**config.mk**
```make
export PLATFORM = sky130hd
export DESIGN_NAME = lsu_seq_ctrl
export DESIGN_NICKNAME = d
export VERILOG_FILES = /design/src/rtl/lsu_pkg.sv /design/src/rtl/lsu_ld_align.sv /design/src/rtl/lsu_seq_ctrl.sv
export SDC_FILE = /design/constraint.sdc
export NUM_CORES = 1
export LEC_CHECK = 0
export BUFFER_PORTS_ARGS = -buffer_cell sky130_fd_sc_hd__buf_4
export CAP_MARGIN = 25
export CORE_MARGIN = 1.5
export CORE_UTILIZATION = 53
export DETAILED_ROUTE_END_ITERATION = 16
export GPL_TIMING_DRIVEN = 0
export HOLD_SLACK_MARGIN = 0.08
export MAX_ROUTING_LAYER = met4
export PLACE_DENSITY = 0.81
export SYNTH_ARGS = -nofsm -noshare
export SYNTH_HDL_FRONTEND = slang
export SYNTH_SLANG_ARGS = --single-unit
```
**constraint.sdc**
```tcl
create_clock -name i_clk -period 2.34 [get_ports i_clk]
set_clock_uncertainty 0.2 [all_clocks]
set_input_delay 0.468 -clock i_clk [delete_from_list [all_inputs] [get_ports i_clk]]
set_output_delay 0.468 -clock i_clk [all_outputs]
set_load 0.005 [all_outputs]
```
**src/rtl/lsu_pkg.sv**
```systemverilog
// ============================================================================
// Module : lsu_pkg
// Brief  : Shared types and encodings for the load/store sequencer.
// Rev    : 1.0
// ============================================================================
`default_nettype none

package lsu_pkg;

  typedef enum logic [2:0] {
    S_IDLE  = 3'd0,
    S_RD    = 3'd1,
    S_WAIT  = 3'd2,
    S_MERGE = 3'd3,
    S_WR    = 3'd4,
    S_DONE  = 3'd5
  } lsu_state_e;

  localparam logic [2:0] LB  = 3'b000;
  localparam logic [2:0] LH  = 3'b001;
  localparam logic [2:0] LW  = 3'b010;
  localparam logic [2:0] LBU = 3'b100;
  localparam logic [2:0] LHU = 3'b101;

  localparam logic [1:0] SB = 2'b00;
  localparam logic [1:0] SH = 2'b01;
  localparam logic [1:0] SW = 2'b10;

  localparam int RD_LAT_MAX = 4;

endpackage

`default_nettype wire

```
**src/rtl/lsu_ld_align.sv**
```systemverilog
// ============================================================================
// Module : lsu_ld_align
// Brief  : Selects the addressed byte/halfword of a load word and extends it.
// Rev    : 1.0
// ============================================================================
`default_nettype none

module lsu_ld_align
  import lsu_pkg::*;
(
  input  logic [31:0] i_rbuf,
  input  logic [1:0]  i_addr_lo,
  input  logic [2:0]  i_ld_type,
  output logic [31:0] o_ld_data
);

  logic [7:0]  w_byte;
  logic [15:0] w_half;

  always_comb begin
    w_byte = 8'h00;
    case (i_addr_lo)
      2'd0:    w_byte = i_rbuf[7:0];
      2'd1:    w_byte = i_rbuf[15:8];
      2'd2:    w_byte = i_rbuf[23:16];
      default: w_byte = i_rbuf[31:24];
    endcase
    w_half = i_addr_lo[1] ? i_rbuf[31:16] : i_rbuf[15:0];
  end

  always_comb begin
    o_ld_data = 32'h0;
    case (i_ld_type)
      LB:      o_ld_data = {{24{w_byte[7]}}, w_byte};
      LH:      o_ld_data = {{16{w_half[15]}}, w_half};
      LW:      o_ld_data = i_rbuf;
      LBU:     o_ld_data = {24'h0, w_byte};
      LHU:     o_ld_data = {16'h0, w_half};
      default: o_ld_data = 32'h0;
    endcase
  end

endmodule

`default_nettype wire

```
**src/rtl/lsu_seq_ctrl.sv**
```systemverilog
// ============================================================================
// Module : lsu_seq_ctrl
// Brief  : Multi-cycle load/store sequencer with RMW for sub-word stores.
// Rev    : 1.0
// ============================================================================
`default_nettype none

module lsu_seq_ctrl
  import lsu_pkg::*;
#(
  parameter int RD_LAT = 1
) (
  input  logic        i_clk,
  input  logic        i_rst_n,
  input  logic        i_ld_req,
  input  logic        i_st_req,
  input  logic [31:0] i_addr,
  input  logic [31:0] i_st_data,
  input  logic [2:0]  i_ld_type,
  input  logic [1:0]  i_st_type,
  input  logic [31:0] i_mem_rdata,
  output logic [31:0] o_mem_addr,
  output logic        o_mem_rden,
  output logic        o_mem_wren,
  output logic [31:0] o_mem_wdata,
  output logic        o_pc_stall,
  output logic        o_rd_wren,
  output logic [31:0] o_ld_data,
  output logic        o_misalign
);

  localparam int             CNT_W      = $clog2(RD_LAT_MAX);
  localparam logic [CNT_W-1:0] c_cnt_last = CNT_W'(RD_LAT - 1);

  if (RD_LAT < 1 || RD_LAT > RD_LAT_MAX) begin : g_rd_lat_range
    $error("lsu_seq_ctrl: RD_LAT must be within 1..RD_LAT_MAX");
  end

  lsu_state_e       r_state;
  logic [1:0]       r_off;
  logic [31:0]      r_st_data;
  logic [2:0]       r_ld_type;
  logic [1:0]       r_st_type;
  logic             r_is_load;
  logic [31:0]      r_rbuf;
  logic [CNT_W-1:0] r_wait_cnt;
  logic [31:0]      r_mem_addr;
  logic             r_mem_rden;
  logic             r_mem_wren;
  logic [31:0]      r_wdata;
  logic             r_rd_wren;

  logic        w_idle;
  logic        w_mis_ld;
  logic        w_mis_st;
  logic        w_misalign;
  logic        w_start;
  logic        w_busy;
  logic [31:0] w_merged;
  logic [31:0] w_ld_aligned;

  // Misalignment is judged on whichever request wins arbitration (load first).
  always_comb begin
    w_idle     = (r_state == S_IDLE);
    w_mis_ld   = (((i_ld_type == LH) || (i_ld_type == LHU)) && i_addr[0]) ||
                 ((i_ld_type == LW) && (i_addr[1:0] != 2'b00));
    w_mis_st   = ((i_st_type == SH) && i_addr[0]) ||
                 ((i_st_type == SW) && (i_addr[1:0] != 2'b00));
    w_misalign = i_ld_req ? w_mis_ld : (i_st_req && w_mis_st);
    w_start    = w_idle && (i_ld_req || i_st_req) && !w_misalign;
    w_busy     = (r_state == S_RD) || (r_state == S_WAIT) ||
                 (r_state == S_MERGE) || (r_state == S_WR);
  end

  always_comb begin
    w_merged = r_rbuf;
    case (r_st_type)
      SB: begin
        case (r_off)
          2'd0:    w_merged[7:0]   = r_st_data[7:0];
          2'd1:    w_merged[15:8]  = r_st_data[7:0];
          2'd2:    w_merged[23:16] = r_st_data[7:0];
          default: w_merged[31:24] = r_st_data[7:0];
        endcase
      end
      SH: begin
        if (r_off[1]) w_merged[31:16] = r_st_data[15:0];
        else          w_merged[15:0]  = r_st_data[15:0];
      end
      default: w_merged = r_st_data;
    endcase
  end

  lsu_ld_align u_ld_align (
    .i_rbuf    (r_rbuf),
    .i_addr_lo (r_off),
    .i_ld_type (r_ld_type),
    .o_ld_data (w_ld_aligned)
  );

  // Strobes are registered alongside the transition into the state that owns them.
  always_ff @(posedge i_clk or negedge i_rst_n) begin
    if (!i_rst_n) begin
      r_state    <= S_IDLE;
      r_off      <= 2'b00;
      r_st_data  <= 32'h0;
      r_ld_type  <= 3'b000;
      r_st_type  <= 2'b00;
      r_is_load  <= 1'b0;
      r_rbuf     <= 32'h0;
      r_wait_cnt <= '0;
      r_mem_addr <= 32'h0;
      r_mem_rden <= 1'b0;
      r_mem_wren <= 1'b0;
      r_wdata    <= 32'h0;
      r_rd_wren  <= 1'b0;
    end else begin
      r_mem_rden <= 1'b0;
      r_mem_wren <= 1'b0;
      r_rd_wren  <= 1'b0;
      case (r_state)
        S_IDLE: begin
          if (w_start) begin
            r_off      <= i_addr[1:0];
            r_st_data  <= i_st_data;
            r_ld_type  <= i_ld_type;
            r_st_type  <= i_st_type;
            r_is_load  <= i_ld_req;
            r_mem_addr <= {i_addr[31:2], 2'b00};
            if (!i_ld_req && (i_st_type == SW)) begin
              r_state    <= S_WR;
              r_mem_wren <= 1'b1;
              r_wdata    <= i_st_data;
            end else begin
              r_state    <= S_RD;
              r_mem_rden <= 1'b1;
            end
          end
        end
        S_RD: begin
          r_state    <= S_WAIT;
          r_wait_cnt <= '0;
        end
        S_WAIT: begin
          if (r_wait_cnt == c_cnt_last) begin
            r_rbuf <= i_mem_rdata;
            if (r_is_load) begin
              r_state   <= S_DONE;
              r_rd_wren <= 1'b1;
            end else begin
              r_state <= S_MERGE;
            end
          end else begin
            r_wait_cnt <= r_wait_cnt + 1'b1;
          end
        end
        S_MERGE: begin
          r_state    <= S_WR;
          r_mem_wren <= 1'b1;
          r_wdata    <= w_merged;
        end
        S_WR: begin
          r_state <= S_DONE;
          r_wdata <= 32'h0;
        end
        S_DONE: begin
          r_state    <= S_IDLE;
          r_mem_addr <= 32'h0;
        end
        default: r_state <= S_IDLE;
      endcase
    end
  end

  // Reset gating keeps the IDLE-decoded outputs low while rst_n is held.
  assign o_misalign  = i_rst_n && w_idle && w_misalign;
  assign o_pc_stall  = i_rst_n && (w_start || w_busy);
  assign o_mem_addr  = r_mem_addr;
  assign o_mem_rden  = r_mem_rden;
  assign o_mem_wren  = r_mem_wren;
  assign o_mem_wdata = r_wdata;
  assign o_rd_wren   = r_rd_wren;
  assign o_ld_data   = r_rd_wren ? w_ld_aligned : 32'h0;

endmodule

`default_nettype wire

```
* Word-level counts from Yosys, hierarchy flattened *
Cells that the tools add are included.

operators by class
  eq/ne operators = 21
  mux-type cells = 33
  reduce and logical (&&, ||, !) cells = 37
  $add $sub $neg = 1

operator list
  kind                                                                     number
  32-bit case mux with 5 select lines                                      1
  32-bit two-way mux                                                       4
  32-bit case mux with 2 select lines                                      2
  32-bit case mux with 3 select lines                                      1
  16-bit two-way mux                                                       3
  8-bit two-way mux                                                        4
  8-bit case mux with 3 select lines                                       1
  3-bit == test, second input constant                                     5
  3-bit case mux with 5 select lines                                       1
  3-bit by 2-bit == test with 1-bit output, second input constant          4
  3-bit two-way mux                                                        4
  1-bit logical AND                                                        11
  2-bit AND reduction                                                      5
  3-bit by 1-bit == test with 1-bit output, second input constant          3
  1-bit two-way mux                                                        9
  1-bit logical OR                                                         8
  2-bit by 1-bit == test with 1-bit output, second input constant          3
  2-bit logical NOT                                                        3
  3-bit logical NOT                                                        2
  2-bit by 1-bit inequality test with 1-bit output, second input constant  3
  2-bit nonzero test                                                       3
  2-bit == test, second input constant                                     2
  2-bit case mux with 2 select lines                                       1
  3-bit AND reduction                                                      1
  other kinds (7)                                                          8

storage, ports and cells
  flip-flop bits (word level) = 144
  word-level logic and storage cells = 105

* Longest topological paths before layout *
  depth in word-level cells = 9
  mapped depth = 7

* Hierarchy *
From an unflattened synthesis, not the netlist that was laid out.

second synthesis, totals
  cells, all modules = 712
  area, all modules = 7744.9 µm²

by module, submodules not included
  module        cells each  area an instance (µm²)  times used
  lsu_seq_ctrl  579         6700.2                  1
  lsu_ld_align  133         1044.8                  1

* Least setup slack after synthesis *
No wires, ideal clock.

  kind = register -> output
  start = reg r_off[0]
  end = out o_ld_data[6]
  data arrival time = 1.601 ns
  data required time = 1.672 ns
  setup slack = 0.071 ns
  path buffers = 2
  stages on the path, launching flop included = 6
  cells stage by stage = dfrtp_1 buf_4 buf_2 mux4_2 a221oi_1 nor2_1

on the way
  cells in the longest elaborated chain, start to end = 4
  elaborated cells on any way between the ends = 6

RTL lines
  item                                         line                 source
  from (decl)                                  lsu_seq_ctrl.sv:40   logic [1:0] r_off;
  from (signal assigned)                       lsu_seq_ctrl.sv:124  r_off <= i_addr[1:0];
  2-bit == test, or another cell as far along  lsu_ld_align.sv:22   case (i_addr_lo)
  8-bit case mux with 3 select lines *         lsu_ld_align.sv:22
  32-bit case mux with 5 select lines *        lsu_ld_align.sv:33   case (i_ld_type)
  32-bit two-way mux *                         lsu_seq_ctrl.sv:183  assign o_ld_data = r_rd_wren ? w_ld_aligned : 32'h0;
  to (decl)                                    lsu_seq_ctrl.sv:28   output logic [31:0] o_ld_data,

Mark *: on every way between the ends. The rest lies on a longest branch, timed or not.

* Worst setup path after layout *
  start = reg r_ld_type[0]
  end = out o_ld_data[7]

on the way
  cells in the longest elaborated chain, start to end = 3
  elaborated cells on any way between the ends = 7

RTL lines
  item                                         line                 source
  from (decl)                                  lsu_seq_ctrl.sv:42   logic [2:0] r_ld_type;
  from (signal assigned)                       lsu_seq_ctrl.sv:126  r_ld_type <= i_ld_type;
  3-bit == test, or another cell as far along  lsu_ld_align.sv:33
  32-bit case mux with 5 select lines *        lsu_ld_align.sv:33
  32-bit two-way mux *                         lsu_seq_ctrl.sv:183

Marks and branches as above.

==> results by group <==
Placement
  • I/O Buffers: between 200 and 250
  • # placed instances: between 1k and 1.5k
  • Cell Area, Placed: just over 0.009 mm²
  • DP HPWL: between 15 and 20 mm
  • GPL Wtd Cong: 0.988

Floorplanning
  • Core box area: between 0.01 and 0.015 mm²
  • IO Pins: 206
  • Die H: between 100 and 150 µm
  • Core Rows: 42
  • Area of the die: roughly 0.014 mm²
  • Initial Utilization: 54.6%
  • Die Wd: around 120 µm

Synthesis
  • Post-synth top area cell: dfrtp_1
  • Area contributors post-synth: dfrtp_1 49%, mux2_2 7.6%, a21oi_1 5.2%
  • Synth top area share: ~49%
  • Synth warn: 0
  • Ys async rst share: between 90% and 100%
  • EDFF count, synth: 0
  • Avg Inst Size Synth: ~11 µm²
  • Flops & latches, synth: ~140
  • Syn Inst Count: a little under 700
  • Synth cell types: 50
  • Prevailing post-synth register cell: dfrtp_1
  • Post-Syn Area: roughly 0.0073 mm²
  • Sequential area share after synthesis: 48.8%

Power and ir drop
  • Combinational cell fraction of total power: between 50% and 60%
  • Pwr dens: around 1400 mW/mm²
  • Switching Share: 41.6%
  • Worst ir drop on vdd: roughly 0.00073 V
  • Total Power: about 15,000 µW
  • Reg power frac: roughly a third
  • Internal Power: a little under 9000 µW
  • Clk pwr share: roughly 17%
  • Psw: 6320 µW
  • Leak Pwr: just under 0.005 µW

Global route
  • Initial antenna violation count: 0
  • Total gr overflow: 0
  • Number of global-route vias before repair: 7,271
  • Global-route wire length before repair: around 40 mm
  • Total track usage: a little under two fifths
  • Largest net degree at the start of global routing: 93

Cells and area
  • Most frequent cells in the layout: 224 x buf_4, 141 x dfrtp_1, 73 x dlygate4sd3_1
  • Most common cell after layout, fill and taps aside: buf_4
  • Layout Nets: approximately 1.1k
  • Finished Cell Area: between 0.01 and 0.015 mm²
  • Share of layout cells above drive strength 1: 40.0%
  • # diodes: 0
  • Fillers: 767
  • Synthesis-to-finish area growth: 48.9%
  • Fin cells: around 1.2k

CTS
  • H-tree Lvls: 4
  • CTS tree: done
  • Clk_lat worst skew: between 0.4 and 0.5 ns
  • Clock Sinks: around 140
  • Num CTS Buffers: 17
  • Worst-path clk slew: 0.06 ns
  • Max Root-Sink Buffers: 2
  • Root Buffer: clkbuf_16

STA
  • Final WS setup: -0.469 ns
  • Min Hold Slack: 0.0786 ns
  • Final Max Slew Viols: 0
  • Worst slew pin tran: 0.654 ns
  • Slew headroom: 56.4%
  • RSZ-0062 raised after global routing: true
  • Count of final hold-check violations: 0
  • Final setup vio count: 32
  • Min Tclk post-route: ~2.8 ns
  • Max frequency: 0.356 GHz
  • Fin crit share: 120%
  • Total negative slack: -12.91 ns

Run
  • Maxcap violations: 0

Setup path
  • Worst Path Max Fanout: 7
  • Worst path max stage delay: about 0.46 ns
  • CP Launch Type: register
  • CP max stage cell: dfrtp_2
  • Req. time, crit path: roughly 1.7 ns
  • CP Capture Type: output pin
  • R2R setup slack: about 0.04 ns
  • Arr. time, crit path: 2.14 ns
  • Crit Path Category: register to output pin
  • Cell Chain, Critical Path: buf_6, nor3b_4, o21bai_4, a22oi_1, a21oi_1, buf_4

Route
  • Drt first-iter violations: just over 800
  • Number of vias per cell: 6.21
  • DRC viols: 0
  • Routed Antenna Nets: 0
  • DRT Wirelength: around 27 mm
  • Vias: around 7.3k
  • WL/cell: roughly 23 µm
  • Drt pass-1 iters: 8

Run status
  • Failing checks: negative setup slack
  • Status: finished with violations

Min path
  • Worst min path class: primary input to register
[final timing paths]
path                          startpoint  cells after the start               to
hold / removal             i_st_data[20]                      2    r_st_data[20]
min in group asynchronous        i_rst_n                      3       r_rbuf[13]
setup reg to reg                r_off[0]                      8  o_mem_wdata[19]
max in group asynchronous        i_rst_n                      3  o_mem_wdata[21]
setup / recovery            r_ld_type[0]                      6     o_ld_data[7]
hold reg to reg            r_st_data[29]                      1    r_st_data[29]
[worst max-delay path: cells and delay by family (launching register included)]
family	cells	cell delay, ns
AO/OA/AOI/OAI	3	0.60
flip-flops	1	0.46
AND/OR/NAND/NOR	1	0.36
buffers and inverters	2	0.29
[through the flow]
stage                     util [%]  setup slack (ns)
after floorplan                  -            0.0714
after global placement        67.7            -0.663
after detailed placement      67.9            -0.315
after CTS                     78.9            -0.425
after global routing          81.2            -0.532
final                         81.2            -0.469
[layout make-up]
type | instances | area [µm²] | area share (%)
buffer | 52 | 307 | 2.83
clock buffer | 18 | 439 | 4.05
clock inverter | 14 | 131 | 1.21
multi-input combinational | 469 | 3670 | 33.8
sequential | 142 | 3550 | 32.8
tap | 176 | 220 | 2.03
inverter | 13 | 48.8 | 0.450
timing repair buffer | 295 | 2470 | 22.8
[synth_stat cells (2+ instances only)]
| cell | number |
|---|---|
| nor2b_1 | 9 |
| buf_4 | 6 |
| nor3b_1 | 2 |
| buf_2 | 23 |
| a31oi_1 | 3 |
| mux4_2 | 9 |
| a22oi_1 | 26 |
| a21oi_1 | 76 |
| clkbuf_1 | 25 |
| nand2_1 | 48 |
| o211ai_1 | 7 |
| inv_1 | 12 |
| nand3_1 | 7 |
| a221oi_1 | 15 |
| o21ai_1 | 11 |
| mux2_1 | 30 |
| mux2i_1 | 17 |
| a222oi_1 | 8 |
| or2_2 | 2 |
| dfrtp_1 | 142 |
| nand2b_1 | 15 |
| o22ai_1 | 9 |
| nor3_1 | 2 |
| mux2_2 | 49 |
| o21ai_0 | 7 |
| nor2_1 | 55 |
| a32oi_1 | 7 |
| and2_1 | 3 |
| a22o_1 | 30 |
| a21oi_2 | 2 |
| o21bai_1 | 2 |
[cells by family after synthesis]
family	Yosys count	synth area share [%]
compound gates	208	19.7
fa+ha+maj	1	0.172
buf+inv	69	4.28
flops	142	48.8
mux	105	17.3
other cells	1	0.0515
simple gates	152	9.64
[flip-flops by register name (all words and copies together), names as in the netlist]
register,count
o_mem_wdata,32
o_rd_wren,1
r_st_type,2
r_is_load,1
r_rbuf,32
r_off,2
o_mem_addr,30
o_mem_rden,1
r_state,3
o_mem_wren,1
r_ld_type,3
r_st_data,32
r_wait_cnt,2
[repair_timing]
item / CTS / global route
gates resized for setup: 36 / 61
hold buffers: 70 / 4
endpoints found under the hold margin: 118 / 4
buffers inserted: 6 / 10
endpoints found under the setup margin: 39 / 83
gates cloned: 2 / 0
pin swaps: 4 / 17
[power by group through the flow]
stage	registers [µW]	clock network, µW	logic [µW]
detailed placement	4820	0	6370
global route	5040	2760	8080
global placement	4800	0	6150
CTS	4830	2620	6890
finish	4970	2640	7590
floorplan	4400	0	4180
[metal layers]
| layer | GRT usage [%] | up-vias | wire length (µm) |
|---|---|---|---|
| met5 | - | - | 0 |
| met4 | 16.0 | 0 | 1200 |
| met3 | 6.08 | 112 | 2080 |
| met2 | 62.0 | 483 | 13300 |
| met1 | 46.5 | 3600 | 10200 |
| li1 | - | 3129 | - |
(Power assumes the default switching activity.)
